<file path="config.mk">
export PLATFORM = sky130hd
export DESIGN_NAME = pkt_cache_wr
export DESIGN_NICKNAME = d
export VERILOG_FILES = /design/src/rtl/pkt_cache_wr.sv
export SDC_FILE = /design/constraint.sdc
export NUM_CORES = 1
export LEC_CHECK = 0
export ABC_AREA = 1
export CORE_ASPECT_RATIO = 1.2
export CORE_MARGIN = 2
export CORE_UTILIZATION = 30
export DETAILED_ROUTE_END_ITERATION = 6
export PLACE_DENSITY_LB_ADDON = 0.15
export SLEW_MARGIN = 30
export SYNTH_ARGS = -nofsm -noshare
export SYNTH_HDL_FRONTEND = slang
export SYNTH_SLANG_ARGS = --single-unit
</file>
<file path="constraint.sdc">
create_clock -name clk -period 1.8 [get_ports clk]
set_input_delay 0.45 -clock clk [delete_from_list [all_inputs] [get_ports clk]]
set_output_delay 0.45 -clock clk [all_outputs]
set_load 0.1 [all_outputs]
</file>
<file path="src/rtl/pkt_cache_wr.sv">
// pkt_cache_wr: write-side controller for the 16-slot packet data cache.
// Writes one packet per granted slot, reports keep/drop at end of packet and
// emits a {ID, word_count} descriptor for kept packets.
// Optional feature macro: PKT_CACHE_WR_DROP_EN (drop overlong packets instead
// of truncating them; also enables the drop counter).
//
// state     | meaning
// ----------+-----------------------------------------------------------
// S_IDLE    | waiting for a slot base address from the address manager
// S_READY   | slot held, out_pkt_ready high, waiting for a head word
// S_RECV    | writing packet words into the slot until the tail
// S_DONE    | keep/drop report cycle; drops return straight to idle
// S_WAIT_ID | capturing the slot ID and issuing the descriptor
module pkt_cache_wr #(
   parameter int MAX_WORDS = 128
) (
   input  logic         clk,
   input  logic         rst,
   input  logic [133:0] in_pkt_data,
   input  logic         in_pkt_data_wr,
   output logic         out_pkt_ready,
   input  logic [10:0]  in_waddr,
   input  logic         in_waddr_wr,
   output logic         out_valid,
   output logic         out_valid_wr,
   input  logic [7:0]   in_ID,
   output logic [133:0] out_ram_wdata,
   output logic [10:0]  out_ram_waddr,
   output logic         out_ram_wr,
   output logic [15:0]  out_desc,
   output logic         out_desc_wr,
   output logic [15:0]  out_drop_cnt
);

   localparam logic [1:0] FLAG_HEAD = 2'b01;
   localparam logic [1:0] FLAG_TAIL = 2'b10;
   localparam logic [7:0] MAX_CNT   = 8'(MAX_WORDS);

`ifdef PKT_CACHE_WR_DROP_EN
   localparam logic DROP_EN = 1'b1;
`else
   localparam logic DROP_EN = 1'b0;
`endif

   typedef enum logic [2:0] {
      S_IDLE,
      S_READY,
      S_RECV,
      S_DONE,
      S_WAIT_ID
   } state_t;

   state_t      state;
   logic [3:0]  base;   // slot number only; the in-slot offset bits of the grant are always 0
   logic [7:0]  cnt;    // words accepted into the slot so far, saturates at MAX_WORDS
   logic        ovf;    // packet has run past the end of the slot

   logic        unused_waddr;
   assign unused_waddr = ^in_waddr[6:0];

   // Main sequencer: slot capture, packet writes, end-of-packet report and descriptor.
   always_ff @(posedge clk) begin
      if (rst) begin
         state         <= S_IDLE;
         base          <= '0;
         cnt           <= '0;
         ovf           <= 1'b0;
         out_pkt_ready <= 1'b0;
         out_valid     <= 1'b0;
         out_valid_wr  <= 1'b0;
         out_ram_wdata <= '0;
         out_ram_waddr <= '0;
         out_ram_wr    <= 1'b0;
         out_desc      <= '0;
         out_desc_wr   <= 1'b0;
      end else begin
         out_ram_wr   <= 1'b0;
         out_valid_wr <= 1'b0;
         out_desc_wr  <= 1'b0;
         case (state)
            S_IDLE: begin
               if (in_waddr_wr) begin
                  base          <= in_waddr[10:7];
                  out_pkt_ready <= 1'b1;
                  state         <= S_READY;
               end
            end
            S_READY: begin
               if (in_pkt_data_wr && in_pkt_data[133:132] == FLAG_HEAD) begin
                  out_ram_wr    <= 1'b1;
                  out_ram_waddr <= {base, 7'd0};
                  out_ram_wdata <= in_pkt_data;
                  cnt           <= 8'd1;
                  ovf           <= 1'b0;
                  out_pkt_ready <= 1'b0;
                  state         <= S_RECV;
               end
            end
            S_RECV: begin
               if (in_pkt_data_wr) begin
                  if (cnt < MAX_CNT) begin
                     out_ram_wr    <= 1'b1;
                     out_ram_waddr <= {base, cnt[6:0]};
                     out_ram_wdata <= in_pkt_data;
                     cnt           <= cnt + 8'd1;
                  end else begin
                     ovf <= 1'b1;
                  end
                  // The tail itself may be the first overflowing word, so fold it in here.
                  if (in_pkt_data[133:132] == FLAG_TAIL) begin
                     out_valid_wr <= 1'b1;
                     out_valid    <= ~(DROP_EN & (ovf | (cnt >= MAX_CNT)));
                     state        <= S_DONE;
                  end
               end
            end
            S_DONE: begin
               if (out_valid) begin
                  state <= S_WAIT_ID;
               end else begin
                  base  <= '0;
                  state <= S_IDLE;
               end
            end
            S_WAIT_ID: begin
               out_desc    <= {in_ID, cnt};
               out_desc_wr <= 1'b1;
               state       <= S_IDLE;
            end
            default: state <= S_IDLE;
         endcase
      end
   end

`ifdef PKT_CACHE_WR_DROP_EN
   // Saturating count of packets reported as dropped.
   always_ff @(posedge clk) begin
      if (rst) begin
         out_drop_cnt <= '0;
      end else if (state == S_DONE && !out_valid && out_drop_cnt != 16'hFFFF) begin
         out_drop_cnt <= out_drop_cnt + 16'd1;
      end
   end
`else
   assign out_drop_cnt = '0;
`endif

endmodule

</file>
==> reports/qor.csv, run 1 <==
stage,metric,value,unit
clock_network,clk_root_buffer_cell,clkbuf_16,
worst_setup_path,crit_fanout,59,
clock_network,clkSinkCount,181,
worst_hold_path,hold_class,register to register,
finish,multi_input_area,0.00239,mm2
worst_setup_path,critPathRequiredTime,2120,ps
job,drv_cap,0,
finish,fin_util,58.3,%
routing,routed_wl,19700,um
power_and_ir_drop,p_per_area,853,mW/mm2
placed_design,globalplace.congestion,0.763,
finish,regArea,0.00362,mm2
sta,timing.final.hold_violations,0,
worst_setup_path,critPathKind,primary input to register,
logic_synthesis,synth_cells,853,
sta,min_period_over_period,90.4,%
clock_network,ctsHtreeMaxLevel,4,
worst_setup_path,arrival,1950,ps
die,die_w,137,um
logic_synthesis,synth_flop_cell,dfxtp_1,
placed_design,place_hpwl,15000,um
logic_synthesis,yosysWarnings,0,
routing,routedWlPerCell,13.5,um
clock_network,ctsResizeCount,0,
logic_synthesis,synth_cell_types,24,
logic_synthesis,ys_ff_latch,181,
worst_setup_path,cp-end-kind,register,
clock_network,clk_latency,430,ps
finish,diodes,0,
status,status,completed,
global_route,grt_pass1_vias,5945,
clock_network,cts_setup_buffers,0,
clock_network,cts_hold_repair.buffers,0,
placed_design,io_buffers,315,
finish,final_common_cell,nand2_1,
logic_synthesis,synth_edf_count,0,
global_route,grt_pass1_wl,30800,um
power_and_ir_drop,ir_worst_vdd,634,uV
finish,stdcell_area,0.0122,mm2
sta,max_clock_freq,615,MHz
clock_network,clk_pin_slew_worst_paths,70,ps
global_route,grt_max_degree,60,
clock_network,clk_path_buf_depth,2,
finish,area_growth_syn_to_layout,91.0,%
power_and_ir_drop,power.leakage,5.49,nW
routing,vias,6072,
sta,slew_violations,0,
logic_synthesis,avgSynthCellArea,7.48,um2
routing,ant_nets,0,
die,die_h,164,um
sta,skew,11.8,ps
die,start_util,30.5,%
global_route,overflow,0,
placed_design,place_area,0.0116,mm2
sta,finalCriticalPeriod,1630,ps
sta,setup-violations-final,0,
global_route,antenna_found_initial,0,
die,core,0.0209,mm2
worst_setup_path,cp-start-kind,primary input,
die,ios,339,
sta,rsz0062_at_grt,false,
logic_synthesis,postSynth.asyncResetShare,0,%
finish,final_cell_mix,"480 x nand2_1, 181 x dfxtp_1, 175 x buf_12",
finish,fillCellCount,1820,
logic_synthesis,netlist_area,0.00638,mm2
die,dieArea,0.0225,mm2
clock_network,numCtsBuffers,17,
finish,drive_gt1_share,19.5,%
routing,drt-initial-drc-count,269,
die,fp-row-count,58,
global_route,grtUsageTotal,17.8,%
clock_network,cts_tree,done,
routing,drt_pass1_iterations,6,
routing,vias_per_cell,4.16,
logic_synthesis,seq_area_frac_synth,56.8,%
finish,final_nets,1335,
routing,drc,0,
path summary, 6_finish.rpt:
check,startpoint,endpoint,slack [ps],cells after the start
worst max-delay path,in_pkt_data_wr,out_ram_wdata[59],170,9
worst min-delay path,base[2],out_ram_waddr[9],450,2
worst max register to register,state[1],out_desc[0],230,5
worst min register to register,base[2],out_ram_waddr[9],450,2
layout make-up:
cell class,count,share of cell area [%]
Inverter,26,0.821
Clock inverter,12,1.18
Timing Repair Buffer,345,42.3
Clock buffer,19,3.63
Multi-Input combinational cell,606,19.6
Sequential cell,181,29.7
Tap cell,270,2.77
cells by family (layout without fill, tap and decap cells):
family	count (synthesis)	after routing	synth area share, %
adder cells (fa/ha/maj)	1	1	0.196
other	1	16	0.0588
AND/OR/NAND/NOR	558	558	33.6
flip-flops	181	181	56.8
buffers and inverters	81	402	6.70
AO/OA/AOI/OAI	31	31	2.67
stage by stage:
stage / setup TNS, ps / power [mW] / setup slack (ps) / hold slack [ps] / instances
6_report: 0 / 10.4 / 174 / 445 / 1459
5_1_grt: 0 / 10.8 / 5.79 / 466 / 1459
4_1_cts: 0 / 10.5 / 195 / 448 / 1459
3_5_place_dp: -35720 / 6.74 / -258 / 432 / 1428
3_3_place_gp: -32820 / 6.73 / -231 / 429 / 1428
2_1_floorplan: 0 / 5.70 / 148 / 419 / 868
cells in the mapped netlist (all sizes together) (2+ instances only):
library cell	instances	area [um2]
a21oi	11	66.3
buf	45	293
clkbuf	10	37.5
dfxtp	181	3620
inv	25	93.8
nand2	481	1810
nand3	7	40.0
nand4	7	43.8
nor2	59	224
nor3	2	10.0
o21ai	18	90.1
state kept, by name, summed over array words and instances, names as in the netlist:
signal and count:
out_ram_wdata 134, out_desc 16, out_ram_waddr 11, cnt 8
base 4, state 3, out_desc_wr 1, out_pkt_ready 1
out_ram_wr 1, out_valid 1, out_valid_wr 1
metal layers:
layer | wire length, um | global-route usage [%] | share of wire [%]
met1 | 7520 | 19.3 | 38
met2 | 10200 | 31.4 | 52
met3 | 1620 | 6.82 | 8.2
met4 | 325 | 5.95 | 1.6
met5 | 0 | 0 | 0
critical path, stage by stage:
cell and delay [ps]:
clkdlybuf4s50_1 500, nand2_1 60, nor2_1 210, nand2_4 110
nand3_1 150, inv_4 80, buf_12 190, nand2_1 100
nand2_1 60
report_power, final:
group	switching [mW]	total (mW)	internal [mW]
logic	1.44	2.34	0.894
registers	0.144	4.30	4.15
clock network	1.66	3.76	2.10
total	3.25	10.4	7.15
Power figures use the tool's default switching activity.
==> inputs of run 2 (changes only) <==
CORE_UTILIZATION = 35   (was 30)
==> run 2 against run 1 <==
Net effect: sequential share of layout area grew 0.12 points; first-iteration DRC count grew 0.37%; final area shrank 0.39%; wire length shrank 0.45%; fmax is essentially flat; sequential power is essentially flat; via count grew 0.91%; clock skew shrank 4.6 ps; setup slack is essentially flat; clock power shrank 11%; flip-flop and latch count is the same; cell count shrank 2.9%; largest cell class unchanged; largest power group unchanged; highest routed layer unchanged.
==> reports/qor.csv, run 2 (synthesis results as in run 1) <==
stage,metric,value,unit,change
sta,setup-violations-final,0,,unchanged
sta,slew_violations,0,,unchanged
die,dieArea,0.0193,mm2,-14%
global_route,grt_pass1_wl,31300,um,+1.7%
worst_setup_path,critPathRequiredTime,2110,ps,about the same
clock_network,clk_root_buffer_cell,clkbuf_16,,
clock_network,clk_latency,420,ps,about the same
global_route,busiest_layer,met2,,
global_route,grt_pass1_vias,5950,,+0.084%
sta,tns,0,ps,unchanged
routing,vias_per_cell,4.33,,+4.0%
finish,fillCellCount,1434,,-21%
finish,area_growth_syn_to_layout,90.2,%,
die,fp-row-count,54,,-6.9%
clock_network,cts_setup_buffers,0,,unchanged
routing,ant_nets,0,,unchanged
clock_network,clk_path_buf_depth,2,,unchanged
routing,routedWlPerCell,13.9,um,+2.6%
finish,final_nets,1338,,+0.22%
global_route,grt_util_met1,23.0,%,+3.7 points
clock_network,ctsHtreeMaxLevel,4,,unchanged
die,die_h,152,um,-7.2%
sta,rsz0062_at_grt,false,,
placed_design,io_buffers,315,,unchanged
placed_design,globalplace.congestion,0.815,,+6.8%
worst_setup_path,arrival,1930,ps,-20 ps
die,core,0.0180,mm2,-14%
routing,drc,0,,unchanged
finish,largest_reg_flops,134,,unchanged
sta,finalCriticalPeriod,1630,ps,-0.332 ps
worst_setup_path,crit_fanout,48,,-19%
sta,min_period_over_period,90.3,%,about the same
power_and_ir_drop,p_total,10.0,mW,-3.6%
routing,routed_wl,19600,um,-0.45%
global_route,grtUsageTotal,20.7,%,+2.9 points
global_route,antenna_found_initial,0,,unchanged
finish,diodes,0,,unchanged
routing,drt-initial-drc-count,270,,+0.37%
job,drv_cap,0,,unchanged
global_route,met2_usage,35.8,%,+4.4 points
finish,reg_top3,"out_ram_wdata (134), out_desc (16), out_ram_waddr (11)",,
worst_setup_path,cp-start-kind,primary input,,
placed_design,place_hpwl,15100,um,+0.67%
worst_hold_path,hold_class,register to register,,
clock_network,clkSinkCount,181,,unchanged
status,status,completed,,
clock_network,cts_tree,done,,
die,ios,339,,unchanged
die,die_w,127,um,-7.2%
worst_setup_path,cp-end-kind,register,,
die,start_util,35.4,%,+4.8 points
power_and_ir_drop,ir_worst_vdd,679,uV,+7.2%
clock_network,numCtsBuffers,17,,unchanged
finish,final_cell_mix,"480 x nand2_1, 181 x dfxtp_1, 179 x buf_12",,
global_route,grt_max_degree,49,,-18%
finish,drive_gt1_share,19.6,%,+0.12 points
worst_setup_path,critPathKind,primary input to register,,
sta,skew,7.20,ps,-4.63 ps
clock_network,ctsResizeCount,0,,unchanged
power_and_ir_drop,power.leakage,5.50,nW,+0.21%
sta,max_clock_freq,615,MHz,about the same
power_and_ir_drop,p_per_area,825,mW/mm2,-3.2%
finish,top_register,out_ram_wdata,,
global_route,overflow,0,,unchanged
global_route,met3_usage,7.96,%,+1.1 points
routing,drt_pass1_iterations,4,,-2
clock_network,clk_pin_slew_worst_paths,60,ps,about the same
finish,final_common_cell,nand2_1,,
clock_network,cts_hold_repair.buffers,0,,unchanged
routing,vias,6127,,+0.91%
finish,fin_util,67.3,%,+9.0 points
sta,timing.final.hold_violations,0,,unchanged
-- run 2: cell type report --
type	count	area, um2	area share (%)
flip-flops and latches	181	3620	29.8
inverters	26	100	0.824
repair buffers	348	5230	43.0
well taps	224	280	2.31
multi-input cells	606	2390	19.7
clock buffers	20	447	3.68
clock inverters	11	77.6	0.639
-- run 2: where the power goes --
group / internal, mW / switching (mW) / total [mW]
Clock: 1.80 / 1.56 / 3.36
Combinational: 0.907 / 1.45 / 2.36
Sequential: 4.15 / 0.147 / 4.30
Total: 6.86 / 3.16 / 10.0
-- run 2: worst paths after layout --
path	from	end	slack, ps	cells past startpoint
max	in_pkt_data_wr	out_ram_wdata[65]	170	9
min	base[2]	out_ram_waddr[9]	440	2
min reg2reg	base[2]	out_ram_waddr[9]	440	2
max reg2reg	state[1]	out_desc[4]	240	5
-- run 2: through the flow --
step	cell area [um2]	cells	hold WS [ps]	worst slack [ps]
detailed placement	11600	1385	434	-264
global placement	11600	1385	429	-225
floorplan	6440	868	419	148
CTS	12100	1416	445	187
global route	12100	1416	480	24.8
finish	12100	1416	440	174
-- run 2: critical path: stages --
cell and delay [ps]:
clkdlybuf4s50_1 500, nand2_1 60, nor2_1 200, nand2_4 110
nand3_1 160, inv_4 100, buf_12 200, nand2_1 80
nand2_1 50
-- run 2: metal layers --
metal,vias to the layer above,part of all wire [%]
li1,3203,-
met1,2675,39
met2,220,50
met3,29,8.4
met5,-,0
met4,0,2.4
==> inputs of run 3 (changes only) <==
CORE_MARGIN = 10   (was 2)
CTS_CLUSTER_SIZE = 14   (was not set)
==> run 3 against run 2 <==
Net effect: largest cell class unchanged; via count is 1.8% higher; clock skew rose by 1.2 ps; non-clock buffer count is 2 higher; critical path type unchanged; worst hold slack worse by 2.8 ps; register-to-register slack hardly changed; die area grew 24%; combinational power about the same; core utilization grew 0.25 points.
==> reports/qor.csv, run 3 (synthesis results as in run 1) <==
stage,metric,value,unit,change
status,status,completed,,
clock_network,ctsHtreeMaxLevel,4,,unchanged
finish,final_nets,1340,,+0.15%
worst_setup_path,arrival,2010,ps,+80 ps
routing,vias_per_cell,4.40,,+1.6%
worst_setup_path,crit_path_max_incr_delay,500,ps,about the same
die,fp-row-count,54,,unchanged
die,die_h,168,um,+11%
routing,drt-initial-drc-count,221,,-18%
clock_network,cts_hold_repair.buffers,0,,unchanged
power_and_ir_drop,p_total,10.3,mW,+2.6%
clock_network,clkSinkCount,181,,unchanged
sta,min_period_over_period,90.9,%,+0.59 points
job,drv_cap,0,,unchanged
sta,timing.final.hold_violations,0,,unchanged
worst_setup_path,critPathRequiredTime,2180,ps,+70 ps
worst_hold_path,hold_class,register to register,,
worst_setup_path,crit_family,buffers and inverters,,
worst_setup_path,critPathKind,primary input to register,,
power_and_ir_drop,power.leakage,5.53,nW,+0.62%
worst_setup_path,reg2reg_slack,240,ps,about the same
finish,largest_reg_flops,134,,unchanged
power_and_ir_drop,net-switching-power,3.24,mW,+2.8%
clock_network,numCtsBuffers,17,,unchanged
clock_network,cts_tree,done,,
power_and_ir_drop,p_clk_share,35.1,%,+1.6 points
worst_setup_path,cp-start-kind,primary input,,
worst_hold_path,hold-path-cell-count,2,,unchanged
finish,fillCellCount,1404,,-2.1%
finish,drive_gt1_share,19.8,%,+0.20 points
worst_hold_path,worstHoldEndpoint,out_ram_waddr[9],,
routing,drc,0,,unchanged
finish,final_cell_mix,"480 x nand2_1, 181 x dfxtp_1, 178 x buf_12",,
finish,final_common_cell,nand2_1,,
die,dieArea,0.0241,mm2,+24%
finish,top_register,out_ram_wdata,,
worst_setup_path,rr_startpoint,state[2],,
global_route,grt_pass1_wl,35000,um,+12%
finish,stdcell_area,0.0122,mm2,+0.37%
placed_design,place_hpwl,17700,um,+18%
clock_network,clk_pin_slew_worst_paths,70,ps,about the same
sta,tns,0,ps,unchanged
worst_setup_path,crit_chain,clkdlybuf4s50_1 > nand2_1 > nor2_1 > nand2_4 > a21oi_4 > buf_12 > buf_4 > nand2_1 > nand2_1,,
die,start_util,35.4,%,unchanged
worst_setup_path,cpMaxStageDelayCell,clkdlybuf4s50_1,,
power_and_ir_drop,power_frac_comb,23.1,%,-0.4 points
global_route,grt_pass1_vias,6451,,+8.4%
worst_hold_path,hp-start,base[2],,
worst_setup_path,crit_buf_inv,3,,unchanged
die,core,0.0180,mm2,unchanged
placed_design,globalplace.congestion,0.826,,+1.4%
clock_network,cts_setup_buffers,0,,unchanged
routing,vias,6240,,+1.8%
power_and_ir_drop,p_per_area,844,mW/mm2,+2.3%
clock_network,clk_root_buffer_cell,clkbuf_16,,
placed_design,place_ws,-263,ps,+1.09 ps
worst_setup_path,crit_fanout,18,,-63%
placed_design,dp.cells,1387,,+0.14%
placed_design,place_area,0.0116,mm2,about the same
finish,fin_util,67.5,%,+0.25 points
sta,finalCriticalPeriod,1640,ps,+10.7 ps
sta,slew_violations,0,,unchanged
global_route,overflow,0,,unchanged
global_route,antenna_found_initial,0,,unchanged
power_and_ir_drop,ir_worst_vdd,615,uV,-9.4%
routing,drt_pass1_iterations,4,,unchanged
die,ios,339,,unchanged
worst_setup_path,cp-end-kind,register,,
sta,fin_ws,163,ps,-10.7 ps
routing,routedWlPerCell,15.9,um,+14%
sta,setup-violations-final,0,,unchanged
sta,skew,8.44,ps,+1.23 ps
sta,timing.hold.ws,438,ps,-2.84 ps
placed_design,io_buffers,315,,unchanged
global_route,grt_max_degree,38,,-22%
sta,rsz0062_at_grt,false,,
routing,ant_nets,0,,unchanged
worst_setup_path,r2r-end,out_ram_wdata[34],,
global_route,grtUsageTotal,18.6,%,-2.1 points
die,die_w,143,um,+13%
worst_setup_path,cpMostUsedCell,nand2_1,,
finish,reg_top3,"out_ram_wdata (134), out_desc (16), out_ram_waddr (11)",,
finish,area_growth_syn_to_layout,90.9,%,
finish,fin_cells,1419,,+0.21%
routing,routed_wl,22500,um,+15%
clock_network,clk_path_buf_depth,2,,unchanged
worst_setup_path,reg2reg_depth,9,,+4
power_and_ir_drop,swShare,31.6,%,+0.051 points
power_and_ir_drop,internal_power,7.04,mW,+2.6%
sta,max_clock_freq,611,MHz,-0.65%
clock_network,clk_latency,430,ps,about the same
clock_network,ctsResizeCount,0,,unchanged
power_and_ir_drop,p_seq_share,41.8,%,-1.1 points
finish,diodes,0,,unchanged
[run 3: cell count changes in the layout (fill, tap and decap cells not counted), sizes merged]
cell	previous run	this run
bufinv	0	1
buf	199	201
inv	28	30
clkinvlp	3	1
[run 3: power by group through the flow]
stage	registers (mW)	clock network, mW	logic, mW
global placement	4.38	0	2.37
CTS	4.30	3.71	2.39
floorplan	5.21	0	0.491
finish	4.30	3.61	2.37
detailed placement	4.39	0	2.38
global route	4.31	3.87	2.48
[run 3: worst max-delay path by stage]
stage                    from           endpoint  slack (ps)  cells after the start
2_1_floorplan       out_valid            base[0]         150                      7
3_3_place_gp   in_pkt_data_wr  out_ram_wdata[32]        -240                      9
6_report       in_pkt_data_wr  out_ram_wdata[34]         160                      9
3_5_place_dp   in_pkt_data_wr  out_ram_wdata[31]        -260                      9
5_1_grt              state[2]             cnt[6]          40                      7
4_1_cts        in_pkt_data_wr  out_ram_wdata[34]         170                      9
[run 3: metal layers]
| layer | GRT usage (%) | share of wire (%) | routed length (um) |
|---|---|---|---|
| met1 | 19.2 | 36 | 8190 |
| met4 | 6.31 | 2.3 | 520 |
| met2 | 31.8 | 50 | 11300 |
| met3 | 9.60 | 11 | 2450 |
| met5 | 0 | 0 | 0 |
[run 3: worst register-to-register path, cell delays in order, from the launching register on]
cell and delay [ps]:
dfxtp_1 350, inv_2 90, nand2_1 60, nor2_2 200
nand2_4 110, a21oi_4 150, buf_12 210, buf_4 200
nand2_1 80, nand2_1 60
[run 3: cell type report]
class                           instances  area [um2]  area share, %
Multi-Input combinational cell        606        2390           19.6
Clock inverter                         12         120          0.986
Timing Repair Buffer                  350        5230           42.9
Tap cell                              224         280           2.30
Clock buffer                           20         447           3.67
Inverter                               26         100          0.821
Sequential cell                       181        3620           29.7
